## src/rtl/pong_match_controller_pkg.sv

```systemverilog
// Shared types and constants for the pong match controller: phase encoding,
// default timing/width parameters, display/paddle widths and the width-shrink helper.
package pong_match_controller_pkg;

    typedef enum logic [2:0] {
        ST_IDLE      = 3'd0,
        ST_SERVE     = 3'd1,
        ST_PLAY      = 3'd2,
        ST_POINT     = 3'd3,
        ST_GAME_OVER = 3'd4
    } state_e;

    localparam int SCORE_W           = 4;
    localparam int PW_W              = 6;
    localparam int SERVE_DELAY_DEF   = 25000000;
    localparam int WIDTH_MAX_DEF     = 48;
    localparam int WIDTH_MIN_DEF     = 16;
    localparam int WIDTH_STEP_DEF    = 4;
    localparam int HITS_PER_STEP_DEF = 4;
    localparam int WIN_SCORE_DEF     = 9;

    // Narrow the paddle by one step without ever going below the floor.
    function automatic logic [PW_W-1:0] shrink_width(input logic [PW_W-1:0] w,
                                                     input int step,
                                                     input int floor_w);
        if (int'(w) >= floor_w + step) begin
            return w - PW_W'(step);
        end else begin
            return PW_W'(floor_w);
        end
    endfunction

endpackage

```

## src/rtl/pong_match_controller_if.sv

```systemverilog
// Bundle between the match controller (slave) and the ball/display datapath (master).
interface pong_match_controller_if;
    import pong_match_controller_pkg::*;

    logic               start_btn;
    logic               miss_0;
    logic               miss_1;
    logic               paddle_hit;
    logic [SCORE_W-1:0] num_0;
    logic [SCORE_W-1:0] num_1;
    logic [PW_W-1:0]    paddlewidth;
    logic               ball_run;
    logic               ball_center;
    logic               serve_dir;
    logic               game_over;
    logic               winner;

    modport master (
        output start_btn, miss_0, miss_1, paddle_hit,
        input  num_0, num_1, paddlewidth, ball_run, ball_center,
               serve_dir, game_over, winner
    );

    modport slave (
        input  start_btn, miss_0, miss_1, paddle_hit,
        output num_0, num_1, paddlewidth, ball_run, ball_center,
               serve_dir, game_over, winner
    );

endinterface

```

## src/rtl/pong_match_controller_serve_delay_timer.sv

```systemverilog
// One-shot serve hold timer: start_i arms it, done_o is high on the last
// of SERVE_DELAY cycles after arming.
module serve_delay_timer
    import pong_match_controller_pkg::*;
#(
    parameter int SERVE_DELAY = SERVE_DELAY_DEF
) (
    input  logic clk,
    input  logic reset,
    input  logic start_i,
    output logic done_o
);

    localparam int CNT_W = (SERVE_DELAY > 1) ? $clog2(SERVE_DELAY) : 1;
    localparam logic [CNT_W-1:0] LAST = CNT_W'(SERVE_DELAY - 1);

    logic [CNT_W-1:0] cnt_q, cnt_d;
    logic             run_q, run_d;
    logic             done_q, done_d;

    // Count-up while armed; done is precomputed so it can be registered.
    always_comb begin
        cnt_d = cnt_q;
        run_d = run_q;
        if (start_i) begin
            cnt_d = {CNT_W{1'b0}};
            run_d = 1'b1;
        end else if (run_q) begin
            if (cnt_q == LAST) begin
                cnt_d = {CNT_W{1'b0}};
                run_d = 1'b0;
            end else begin
                cnt_d = cnt_q + CNT_W'(1);
            end
        end else begin
            cnt_d = cnt_q;
        end
        done_d = run_d && (cnt_d == LAST);
    end

    // Timer state registers.
    always_ff @(posedge clk) begin
        if (reset) begin
            cnt_q  <= {CNT_W{1'b0}};
            run_q  <= 1'b0;
            done_q <= 1'b0;
        end else begin
            cnt_q  <= cnt_d;
            run_q  <= run_d;
            done_q <= done_d;
        end
    end

    assign done_o = done_q;

endmodule

```

## src/rtl/pong_match_controller.sv

```systemverilog
// Match sequencer: owns scores and paddle width, gates ball motion through
// serve / play / point / game-over phases.
module pong_match_controller
    import pong_match_controller_pkg::*;
#(
    parameter int SERVE_DELAY   = SERVE_DELAY_DEF,
    parameter int WIDTH_MAX     = WIDTH_MAX_DEF,
    parameter int WIDTH_MIN     = WIDTH_MIN_DEF,
    parameter int WIDTH_STEP    = WIDTH_STEP_DEF,
    parameter int HITS_PER_STEP = HITS_PER_STEP_DEF,
    parameter int WIN_SCORE     = WIN_SCORE_DEF
) (
    input  logic                   clk,
    input  logic                   reset,
    pong_match_controller_if.slave bus
);

    localparam int HC_W = (HITS_PER_STEP > 1) ? $clog2(HITS_PER_STEP) : 1;
    localparam logic [HC_W-1:0]    HIT_LAST = HC_W'(HITS_PER_STEP - 1);
    localparam logic [SCORE_W-1:0] WIN      = SCORE_W'(WIN_SCORE);
    localparam logic [PW_W-1:0]    PW_MAX   = PW_W'(WIDTH_MAX);

    state_e             state_q, state_d;
    logic               start_q;
    logic [SCORE_W-1:0] num_0_q, num_0_d, num_1_q, num_1_d;
    logic [PW_W-1:0]    pw_q, pw_d;
    logic [HC_W-1:0]    hit_q, hit_d;
    logic               dir_q, dir_d, win_q, win_d;
    logic               center_q, center_d, run_q, over_q;
    logic               start_edge_s, serve_start_s, delay_done_s;

    assign start_edge_s  = bus.start_btn && !start_q;
    assign serve_start_s = (state_d == ST_SERVE) && (state_q != ST_SERVE);

    serve_delay_timer #(.SERVE_DELAY(SERVE_DELAY)) u_serve_delay_timer (
        .clk     (clk),
        .reset   (reset),
        .start_i (serve_start_s),
        .done_o  (delay_done_s)
    );

    // Next-state and next-output logic for the match phases.
    always_comb begin
        state_d  = state_q;
        num_0_d  = num_0_q;
        num_1_d  = num_1_q;
        pw_d     = pw_q;
        hit_d    = hit_q;
        dir_d    = dir_q;
        win_d    = win_q;
        center_d = 1'b0;
        case (state_q)
            ST_IDLE: begin
                if (start_edge_s) begin
                    state_d  = ST_SERVE;
                    num_0_d  = {SCORE_W{1'b0}};
                    num_1_d  = {SCORE_W{1'b0}};
                    center_d = 1'b1;
                end else begin
                    state_d = ST_IDLE;
                end
            end
            ST_SERVE: begin
                if (delay_done_s) begin
                    state_d = ST_PLAY;
                end else begin
                    state_d = ST_SERVE;
                end
            end
            ST_PLAY: begin
                // A simultaneous double miss is a replay; a miss always beats a hit.
                if (bus.miss_0 && bus.miss_1) begin
                    state_d  = ST_SERVE;
                    center_d = 1'b1;
                end else if (bus.miss_0) begin
                    num_1_d = num_1_q + SCORE_W'(1);
                    dir_d   = 1'b0;
                    state_d = ST_POINT;
                end else if (bus.miss_1) begin
                    num_0_d = num_0_q + SCORE_W'(1);
                    dir_d   = 1'b1;
                    state_d = ST_POINT;
                end else if (bus.paddle_hit) begin
                    if (hit_q == HIT_LAST) begin
                        hit_d = {HC_W{1'b0}};
                        pw_d  = shrink_width(pw_q, WIDTH_STEP, WIDTH_MIN);
                    end else begin
                        hit_d = hit_q + HC_W'(1);
                    end
                end else begin
                    state_d = ST_PLAY;
                end
            end
            ST_POINT: begin
                pw_d  = PW_MAX;
                hit_d = {HC_W{1'b0}};
                if ((num_0_q == WIN) || (num_1_q == WIN)) begin
                    state_d = ST_GAME_OVER;
                    win_d   = (num_1_q == WIN);
                end else begin
                    state_d  = ST_SERVE;
                    center_d = 1'b1;
                end
            end
            ST_GAME_OVER: begin
                if (start_edge_s) begin
                    state_d  = ST_SERVE;
                    num_0_d  = {SCORE_W{1'b0}};
                    num_1_d  = {SCORE_W{1'b0}};
                    pw_d     = PW_MAX;
                    hit_d    = {HC_W{1'b0}};
                    dir_d    = 1'b0;
                    center_d = 1'b1;
                end else begin
                    state_d = ST_GAME_OVER;
                end
            end
            default: begin
                state_d = ST_IDLE;
            end
        endcase
    end

    // State and registered-output update.
    always_ff @(posedge clk) begin
        if (reset) begin
            state_q  <= ST_IDLE;
            start_q  <= 1'b0;
            num_0_q  <= {SCORE_W{1'b0}};
            num_1_q  <= {SCORE_W{1'b0}};
            pw_q     <= PW_MAX;
            hit_q    <= {HC_W{1'b0}};
            dir_q    <= 1'b0;
            win_q    <= 1'b0;
            center_q <= 1'b0;
            run_q    <= 1'b0;
            over_q   <= 1'b0;
        end else begin
            state_q  <= state_d;
            start_q  <= bus.start_btn;
            num_0_q  <= num_0_d;
            num_1_q  <= num_1_d;
            pw_q     <= pw_d;
            hit_q    <= hit_d;
            dir_q    <= dir_d;
            win_q    <= win_d;
            center_q <= center_d;
            run_q    <= (state_d == ST_PLAY);
            over_q   <= (state_d == ST_GAME_OVER);
        end
    end

    assign bus.num_0       = num_0_q;
    assign bus.num_1       = num_1_q;
    assign bus.paddlewidth = pw_q;
    assign bus.ball_run    = run_q;
    assign bus.ball_center = center_q;
    assign bus.serve_dir   = dir_q;
    assign bus.game_over   = over_q;
    assign bus.winner      = win_q;

endmodule

```

## src/flat_wrapper.sv

```systemverilog
// flat-port wrapper written by rule: the top's interface ports become plain ports
module pong_match_controller_flat import pong_match_controller_pkg::*;
#(
    parameter int SERVE_DELAY   = SERVE_DELAY_DEF,
    parameter int WIDTH_MAX     = WIDTH_MAX_DEF,
    parameter int WIDTH_MIN     = WIDTH_MIN_DEF,
    parameter int WIDTH_STEP    = WIDTH_STEP_DEF,
    parameter int HITS_PER_STEP = HITS_PER_STEP_DEF,
    parameter int WIN_SCORE     = WIN_SCORE_DEF
)
  (clk, reset, bus_start_btn, bus_miss_0, bus_miss_1, bus_paddle_hit, bus_num_0, bus_num_1, bus_paddlewidth, bus_ball_run, bus_ball_center, bus_serve_dir, bus_game_over, bus_winner);
  pong_match_controller_if bus_i ();
  input  logic clk;
  input  logic reset;
  input wire logic [$bits(bus_i.start_btn)-1:0] bus_start_btn;
  input wire logic [$bits(bus_i.miss_0)-1:0] bus_miss_0;
  input wire logic [$bits(bus_i.miss_1)-1:0] bus_miss_1;
  input wire logic [$bits(bus_i.paddle_hit)-1:0] bus_paddle_hit;
  output wire logic [$bits(bus_i.num_0)-1:0] bus_num_0;
  output wire logic [$bits(bus_i.num_1)-1:0] bus_num_1;
  output wire logic [$bits(bus_i.paddlewidth)-1:0] bus_paddlewidth;
  output wire logic [$bits(bus_i.ball_run)-1:0] bus_ball_run;
  output wire logic [$bits(bus_i.ball_center)-1:0] bus_ball_center;
  output wire logic [$bits(bus_i.serve_dir)-1:0] bus_serve_dir;
  output wire logic [$bits(bus_i.game_over)-1:0] bus_game_over;
  output wire logic [$bits(bus_i.winner)-1:0] bus_winner;
  assign bus_i.start_btn = bus_start_btn;
  assign bus_i.miss_0 = bus_miss_0;
  assign bus_i.miss_1 = bus_miss_1;
  assign bus_i.paddle_hit = bus_paddle_hit;
  assign bus_num_0 = bus_i.num_0;
  assign bus_num_1 = bus_i.num_1;
  assign bus_paddlewidth = bus_i.paddlewidth;
  assign bus_ball_run = bus_i.ball_run;
  assign bus_ball_center = bus_i.ball_center;
  assign bus_serve_dir = bus_i.serve_dir;
  assign bus_game_over = bus_i.game_over;
  assign bus_winner = bus_i.winner;
  pong_match_controller #(.SERVE_DELAY(SERVE_DELAY), .WIDTH_MAX(WIDTH_MAX), .WIDTH_MIN(WIDTH_MIN), .WIDTH_STEP(WIDTH_STEP), .HITS_PER_STEP(HITS_PER_STEP), .WIN_SCORE(WIN_SCORE)) u_core (.clk(clk), .reset(reset), .bus(bus_i));
endmodule
```

## config.mk

```make
export PLATFORM = sky130hd
export DESIGN_NAME = pong_match_controller_flat
export DESIGN_NICKNAME = d
export VERILOG_FILES = /design/src/rtl/pong_match_controller_pkg.sv /design/src/rtl/pong_match_controller_if.sv /design/src/rtl/pong_match_controller_serve_delay_timer.sv /design/src/rtl/pong_match_controller.sv /design/src/flat_wrapper.sv
export SDC_FILE = /design/constraint.sdc
export NUM_CORES = 1
export LEC_CHECK = 0
export BUFFER_PORTS_ARGS = -buffer_cell sky130_fd_sc_hd__buf_2
export CAP_MARGIN = 20
export CORE_UTILIZATION = 45
export CTS_BUF_LIST = sky130_fd_sc_hd__clkbuf_16
export CTS_CLUSTER_SIZE = 14
export DETAILED_ROUTE_END_ITERATION = 8
export RECOVER_POWER = 100
export SLEW_MARGIN = 5
export SYNTH_ARGS = -nofsm -noshare
export SYNTH_HDL_FRONTEND = slang
export SYNTH_HIERARCHICAL = 1
export SYNTH_SLANG_ARGS = --single-unit
export TNS_END_PERCENT = 5
```

## constraint.sdc

```tcl
create_clock -name clk -period 4.72 [get_ports clk]
set_input_delay 0.236 -clock clk [delete_from_list [all_inputs] [get_ports clk]]
set_output_delay 0.236 -clock clk [all_outputs]
set_load 0.02 [all_outputs]
```

# Word level (Yosys, flattened, before mapping)

Index checks and enable logic that the tools add are counted.

Reductions and logical operators: 17
Magnitude comparators: 1
$add $sub $neg: 5
Eq/ne operators: 23
Mux-type cells: 47

Operators with widths:

| operator                                                                 | count |
|---|---|
| 25-bit two-way mux                                                       | 3 |
| 25-bit equality test (second input constant)                             | 2 |
| 6-bit two-way mux                                                        | 7 |
| 25-bit by 1-bit adder with 25-bit output (second input constant)         | 1 |
| 4-bit two-way mux                                                        | 6 |
| 3-bit two-way mux                                                        | 6 |
| 6-bit case mux with 3 select lines                                       | 1 |
| 4-bit case mux with 2 select lines                                       | 2 |
| 3-bit case mux with 5 select lines                                       | 1 |
| 2-bit two-way mux                                                        | 7 |
| 2-bit inequality test (second input constant)                            | 6 |
| 1-bit two-way mux                                                        | 11 |
| 3-bit by 2-bit equality test with 1-bit output (second input constant)   | 3 |
| 4-bit by 1-bit adder with 4-bit output (second input constant)           | 2 |
| 4-bit equality test (second input constant)                              | 2 |
| 4-bit AND reduction                                                      | 2 |
| 7-bit AND reduction                                                      | 1 |
| 3-bit by 1-bit equality test with 1-bit output (second input constant)   | 2 |
| 3-bit equality test (second input constant)                              | 2 |
| 6-bit by 5-bit >= comparator with 1-bit output (second input constant)   | 1 |
| 2-bit by 1-bit inequality test with 1-bit output (second input constant) | 3 |
| 2-bit case mux with 3 select lines                                       | 1 |
| 6-bit AND reduction                                                      | 1 |
| 6-bit by 3-bit subtractor with 6-bit output (second input constant)      | 1 |
| 15 further kinds                                                         | 19 |

Flip-flop bits (word level): 52
Word-level logic and storage cells: 107
Output and inout bits: 19
Bits of input ports: 6

# Logic depth before layout (Yosys ltp)

Depth after elaboration: 10
Mapped depth: 10
Depth with buffers taken out: 10

# Modules after synthesis

Netlist, hierarchy kept.

By module, submodules not included:

| module                | area each (µm²) | sequential area each (µm²) | times used | cells an instance |
|---|---|---|---|---|
| serve_delay_timer     | 1,554.0         | 540.5                      | 1          | 185 |
| pong_match_controller | 1,257.5         | 460.4                      | 1          | 143 |

# Worst setup path before layout

OpenSTA, ideal clock, no wires.

Kind: reg2reg
From: register u_core.num_1_q[0], in the netlist u_core/bus.num_1[0]
To: register u_core.u_serve_delay_timer.done_q, in the netlist u_core/u_serve_delay_timer/done_o
Data arrival time: 2,104 ps
Data required time: 4,659 ps
Path slack: 2,555 ps
Stages on the path, launching flop included: 9
Buffers on the path: 0
Period minus slack after synthesis: 2,165 ps
Library setup time: 61 ps
Path through: dfxtp_1 > ha_1 > and3b_1 > o211ai_1 > o211ai_1 > nor2b_1 > or4_1 > nor4_1 > and4_1

Longest elaborated chain between the ends: 9
Elaborated cells between the ends (all ways): 10
Those cells by class: 3 x eq/ne; 4 x mux; 3 x reduce/logical

RTL lines:

| item                                               | line                                          | source |
|---|---|---|
| from (decl)                                        | pong_match_controller.sv:25                   | `logic [SCORE_W-1:0] num_0_q, num_0_d, num_1_q, num_1_d;` |
| from (signal assigned)                             | pong_match_controller.sv:130                  | `num_1_q <= {SCORE_W{1'b0}};` |
| from (signal assigned)                             | pong_match_controller.sv:142                  | `num_1_q <= num_1_d;` |
| 4-bit equality test (*)                            | pong_match_controller.sv:97                   | `if ((num_0_q == WIN) \|\| (num_1_q == WIN)) begin` |
| 1-bit logical OR (*)                               | pong_match_controller.sv:97                   |  |
| 3-bit two-way mux (*)                              | pong_match_controller.sv:97                   |  |
| 3-bit case mux with 5 select lines (*)             | pong_match_controller.sv:52                   | `case (state_q)` |
| 3-bit by 1-bit equality test with 1-bit output (*) | pong_match_controller.sv:33                   | `assign serve_start_s = (state_d == ST_SERVE) && (state_q != ST_SERVE);` |
| 1-bit logical AND (*)                              | pong_match_controller.sv:33                   |  |
| via u_core.serve_start_s                           | pong_match_controller.sv:30                   | `logic start_edge_s, serve_start_s, delay_done_s;` |
| 25-bit two-way mux                                 | pong_match_controller_serve_delay_timer.sv:25 | `if (start_i) begin` |
| 25-bit equality test                               | pong_match_controller_serve_delay_timer.sv:38 | `done_d = run_d && (cnt_d == LAST);` |
| 1-bit logical AND (*)                              | pong_match_controller_serve_delay_timer.sv:38 |  |
| to (signal assigned)                               | pong_match_controller_serve_delay_timer.sv:50 | `done_q <= done_d;` |
| to (decl)                                          | pong_match_controller_serve_delay_timer.sv:19 | `logic done_q, done_d;` |

Mark *: on every way through the listed nets, which the timed path passes. The rest lies on a longest branch.
A chain may end at the register's enable or synchronous reset.

# Worst setup path after layout

From: register u_core.state_q[0]
To: register u_core.u_serve_delay_timer.cnt_q[22]

Longest elaborated chain between the ends: 8
Elaborated cells between the ends (all ways): 14
Those cells by class: 6 x eq/ne; 6 x mux; 2 x reduce/logical

RTL lines:

| item                                           | line                                          | source |
|---|---|---|
| from (decl)                                    | pong_match_controller.sv:23                   | `state_e state_q, state_d;` |
| from (signal assigned)                         | pong_match_controller.sv:139                  | `state_q <= state_d;` |
| 3-bit two-way mux                              | pong_match_controller.sv:83                   | `end else if (bus.paddle_hit) begin` |
| 3-bit two-way mux                              | pong_match_controller.sv:79                   | `end else if (bus.miss_1) begin` |
| 3-bit two-way mux                              | pong_match_controller.sv:75                   | `end else if (bus.miss_0) begin` |
| 3-bit two-way mux                              | pong_match_controller.sv:72                   | `if (bus.miss_0 && bus.miss_1) begin` |
| 3-bit case mux with 5 select lines             | pong_match_controller.sv:52                   |  |
| 3-bit by 1-bit equality test with 1-bit output | pong_match_controller.sv:33                   |  |
| 1-bit logical AND (*)                          | pong_match_controller.sv:33                   |  |
| via u_core.serve_start_s                       | pong_match_controller.sv:30                   |  |
| 25-bit two-way mux (*)                         | pong_match_controller_serve_delay_timer.sv:25 |  |
| to (signal assigned)                           | pong_match_controller_serve_delay_timer.sv:44 | `cnt_q <= {CNT_W{1'b0}};` |
| to (signal assigned)                           | pong_match_controller_serve_delay_timer.sv:48 | `cnt_q <= cnt_d;` |
| to (decl)                                      | pong_match_controller_serve_delay_timer.sv:17 | `logic [CNT_W-1:0] cnt_q, cnt_d;` |

Marked as above.

==> summary.md <==
| Metric | Value |
|---|---|
| Run status | `finished clean` |
| Largest net degree at the start of global routing | `24` |
| All-Layer GR Usage | `0.1894` |
| Final Hold Fails | `0` |
| Worst Max-Slew Pin Slew | `936.2 ps` |
| Final Max Tran Viols | `0` |
| Post-CTS setup buffers | `0` |
| Slowest-stage cell, CP | `dfxtp_1` |
| Area delta synth->final | `8.990%` |
| Final wirelength | `5766 µm` |
| Fin nets | `355` |
| Die area | `6567 µm²` |
| Initial antenna violation count | `0` |
| First-pass GRT wire length | `9825 µm` |
| RSZ-0062 raised after global routing | `false` |
| Worst-Skew Late Latency | `290 ps` |
| Asr flop ratio synth | `0` |
| CTS Root Cell | `clkbuf_16` |
| Final ANT Viol Nets | `0` |
| Top Family by Delay on Critical Path | `compound AO/OA/AOI/OAI gates` |
| Ys flop type | `dfxtp_1` |
| Setup violations, final | `0` |
| Worst setup EP type | `register` |
| Worst rel slew slack | `0.3758` |
| Wire per inst | `13.83 µm` |
| Cells after synthesis | `328` |
| DR DRC count | `0` |
| Die H | `81.04 µm` |
| Core Rows | `28` |
| Routability cong. | `0.8073` |
| Initial Utilization | `0.4693` |
| Post-synth EDFFs | `0` |
| Clock Skew | `3.792 ps` |
| Clock period minus worst slack | `2684 ps` |
| Port Buf Inserts | `22` |
| Via-to-Cell Ratio | `5.537` |
| Fmax | `372.5 MHz` |
| I/O Pins | `25` |
| Post-Syn Area | `2811 µm²` |
| Crit-path cells | `or3b_2 > a21oi_1 > o211ai_1 > nor2b_1 > nor2_1 > o21ai_2 > o21ba_2` |
| DP HPWL | `4087 µm` |
| Core box area | `5991 µm²` |
| N_diodes | `0` |
| CTS Buffer Depth | `2` |
| Clock sink count | `50` |
| Vias post-DR | `2309` |
| Max FO, Critical Path | `23` |
| Post-CTS Hold Buffers | `0` |
| Critical path arrival | `2870 ps` |
| Die span in x | `81.04 µm` |
| CP max stage delay | `730 ps` |
| Yosys cell types | `65` |
| Dpl cells | `409` |
| CP required | `4910 ps` |
| Drt pass-1 iters | `4` |
| CTS tree | `built` |
| Post-CTS sizing | `0` |
| Synth warn | `6` |
| Post-Layout Cell Count | `417` |
| Worst vdd ir | `0.2378 mV` |
| Most frequent cells in the layout | `dfxtp_1 (50), nor2_1 (49), xnor2_1 (21)` |
| Buffers and inverters on the worst path | `0` |
| Hold Path Class | `in2reg` |
| CTS buffer count | `5` |
| Commonest non-fill, non-tap cell in the layout | `dfxtp_1` |
| GR Overflow Total | `0` |
| Setup CP Type | `reg2reg` |
| Worst-path clk slew | `70 ps` |
| CTS HTree Levels | `2` |
| Post-Route Setup TNS | `0 ps` |
| Startpoint types | `register` |
| FF+latch count, synth | `50` |
| Final worst-path cycle share | `0.5687` |
| Lkg Pwr | `0.001059 µW` |
| Cell Pwr Density | `299.0 nW/µm²` |
| Seq/Total Area, Yosys | `0.3560` |
| Share of layout cells above drive strength 1 | `0.08480` |
| Max cap viols | `0` |
| Syn_area_per_cell | `8.571 µm²` |
| Vias in the first global route | `2073` |
| Initial DRC count | `68` |
-- cell families after synthesis --
logic type      after synthesis  share of synthesized area
simple gates                148                     0.3004
compound gates               57                     0.1446
flops                        50                     0.3560
xor+xnor                     30                    0.09346
buf+inv                      30                    0.05341
fa+ha+maj                     8                    0.03560
mux                           4                    0.01513
other cells                   1                   0.001334
-- stage by stage --
| step | area, µm² | util | power [µW] | hold WS (ps) | worst slack [ps] |
|---|---|---|---|---|---|
| finish | 3064 | 0.5115 | 916.2 | 202.9 | 2036 |
| global route | 3064 | 0.5115 | 952.2 | 222.6 | 1774 |
| global placement | 2918 | 0.4871 | 509.4 | 453.8 | 2126 |
| CTS | 3087 | 0.5152 | 928.6 | 190.3 | 2056 |
| detailed placement | 2918 | 0.4871 | 510.3 | 474.7 | 2079 |
| floorplan | 2815 | - | 496.7 | 308.4 | 2555 |
-- worst min-delay path, stage by stage --
cell and delay, ps:
buf_2 110, inv_1 60, nor2_1 40
-- cells in the mapped netlist, drive strengths merged (6+ instances only) --
| library cell | instances | area [µm²] |
|---|---|---|
| xor2 | 9 | 78.83 |
| ha | 8 | 100.1 |
| buf | 12 | 82.58 |
| o21ai | 6 | 33.78 |
| dfxtp | 50 | 1001 |
| and3 | 7 | 43.79 |
| nor2 | 49 | 183.9 |
| nand4 | 10 | 83.83 |
| nand3 | 16 | 80.08 |
| nor4 | 6 | 37.54 |
| inv | 13 | 48.80 |
| a21oi | 14 | 70.07 |
| nand2 | 14 | 52.55 |
| a211oi | 8 | 60.06 |
| nor3 | 10 | 65.06 |
| xnor2 | 21 | 183.9 |
-- area by class of cell --
type                            count  area [µm²]
Tap cell                           75       93.84
Clock inverter                      3       43.79
Fill cell                         596        2927
Sequential cell                    50        1001
Multi-Input combinational cell    249        1664
Inverter                           13       48.80
Timing Repair Buffer               22       87.58
Clock buffer                        5       125.1
-- power breakdown --
part | leakage [µW] | internal (µW) | switching (µW)
clock | 0.0000842 | 251 | 166
combinational | 0.000571 | 21.4 | 35.0
sequential | 0.000404 | 429 | 14.3
total | 0.00106 | 701 | 215
-- flip-flops by register name, indices dropped and copies added (netlist names), 2 cells and up --
| register | cells |
|---|---|
| u_core/state_q | 3 |
| u_core/bus.num_0 | 4 |
| u_core/bus.num_1 | 4 |
| u_core/bus.paddlewidth | 4 |
| u_core/u_serve_delay_timer/cnt_q | 25 |
| u_core/hit_q | 2 |
-- layer usage --
| metal | track usage | part of all wire | up-vias | wire, µm |
|---|---|---|---|---|
| li1 | - | - | 1203 | - |
| met1 | 0.2526 | 0.50 | 1062 | 2862 |
| met2 | 0.3160 | 0.46 | 39 | 2661 |
| met4 | 0.05179 | 0.0097 | 0 | 56 |
| met3 | 0.02809 | 0.032 | 5 | 186 |
| met5 | 0 | 0 | - | 0 |
-- final timing paths --
kind,endpoint,start,slack [ps],cells after the start
max,u_core/u_serve_delay_timer/cnt_q[22],u_core/state_q[0],2040,7
min,u_core/start_q,bus_start_btn,200,3
min reg2reg,u_core/hit_q[1],u_core/hit_q[1],480,2
max reg2reg,u_core/u_serve_delay_timer/cnt_q[22],u_core/state_q[0],2040,7
Note: power is estimated with default switching activity, not from simulation.
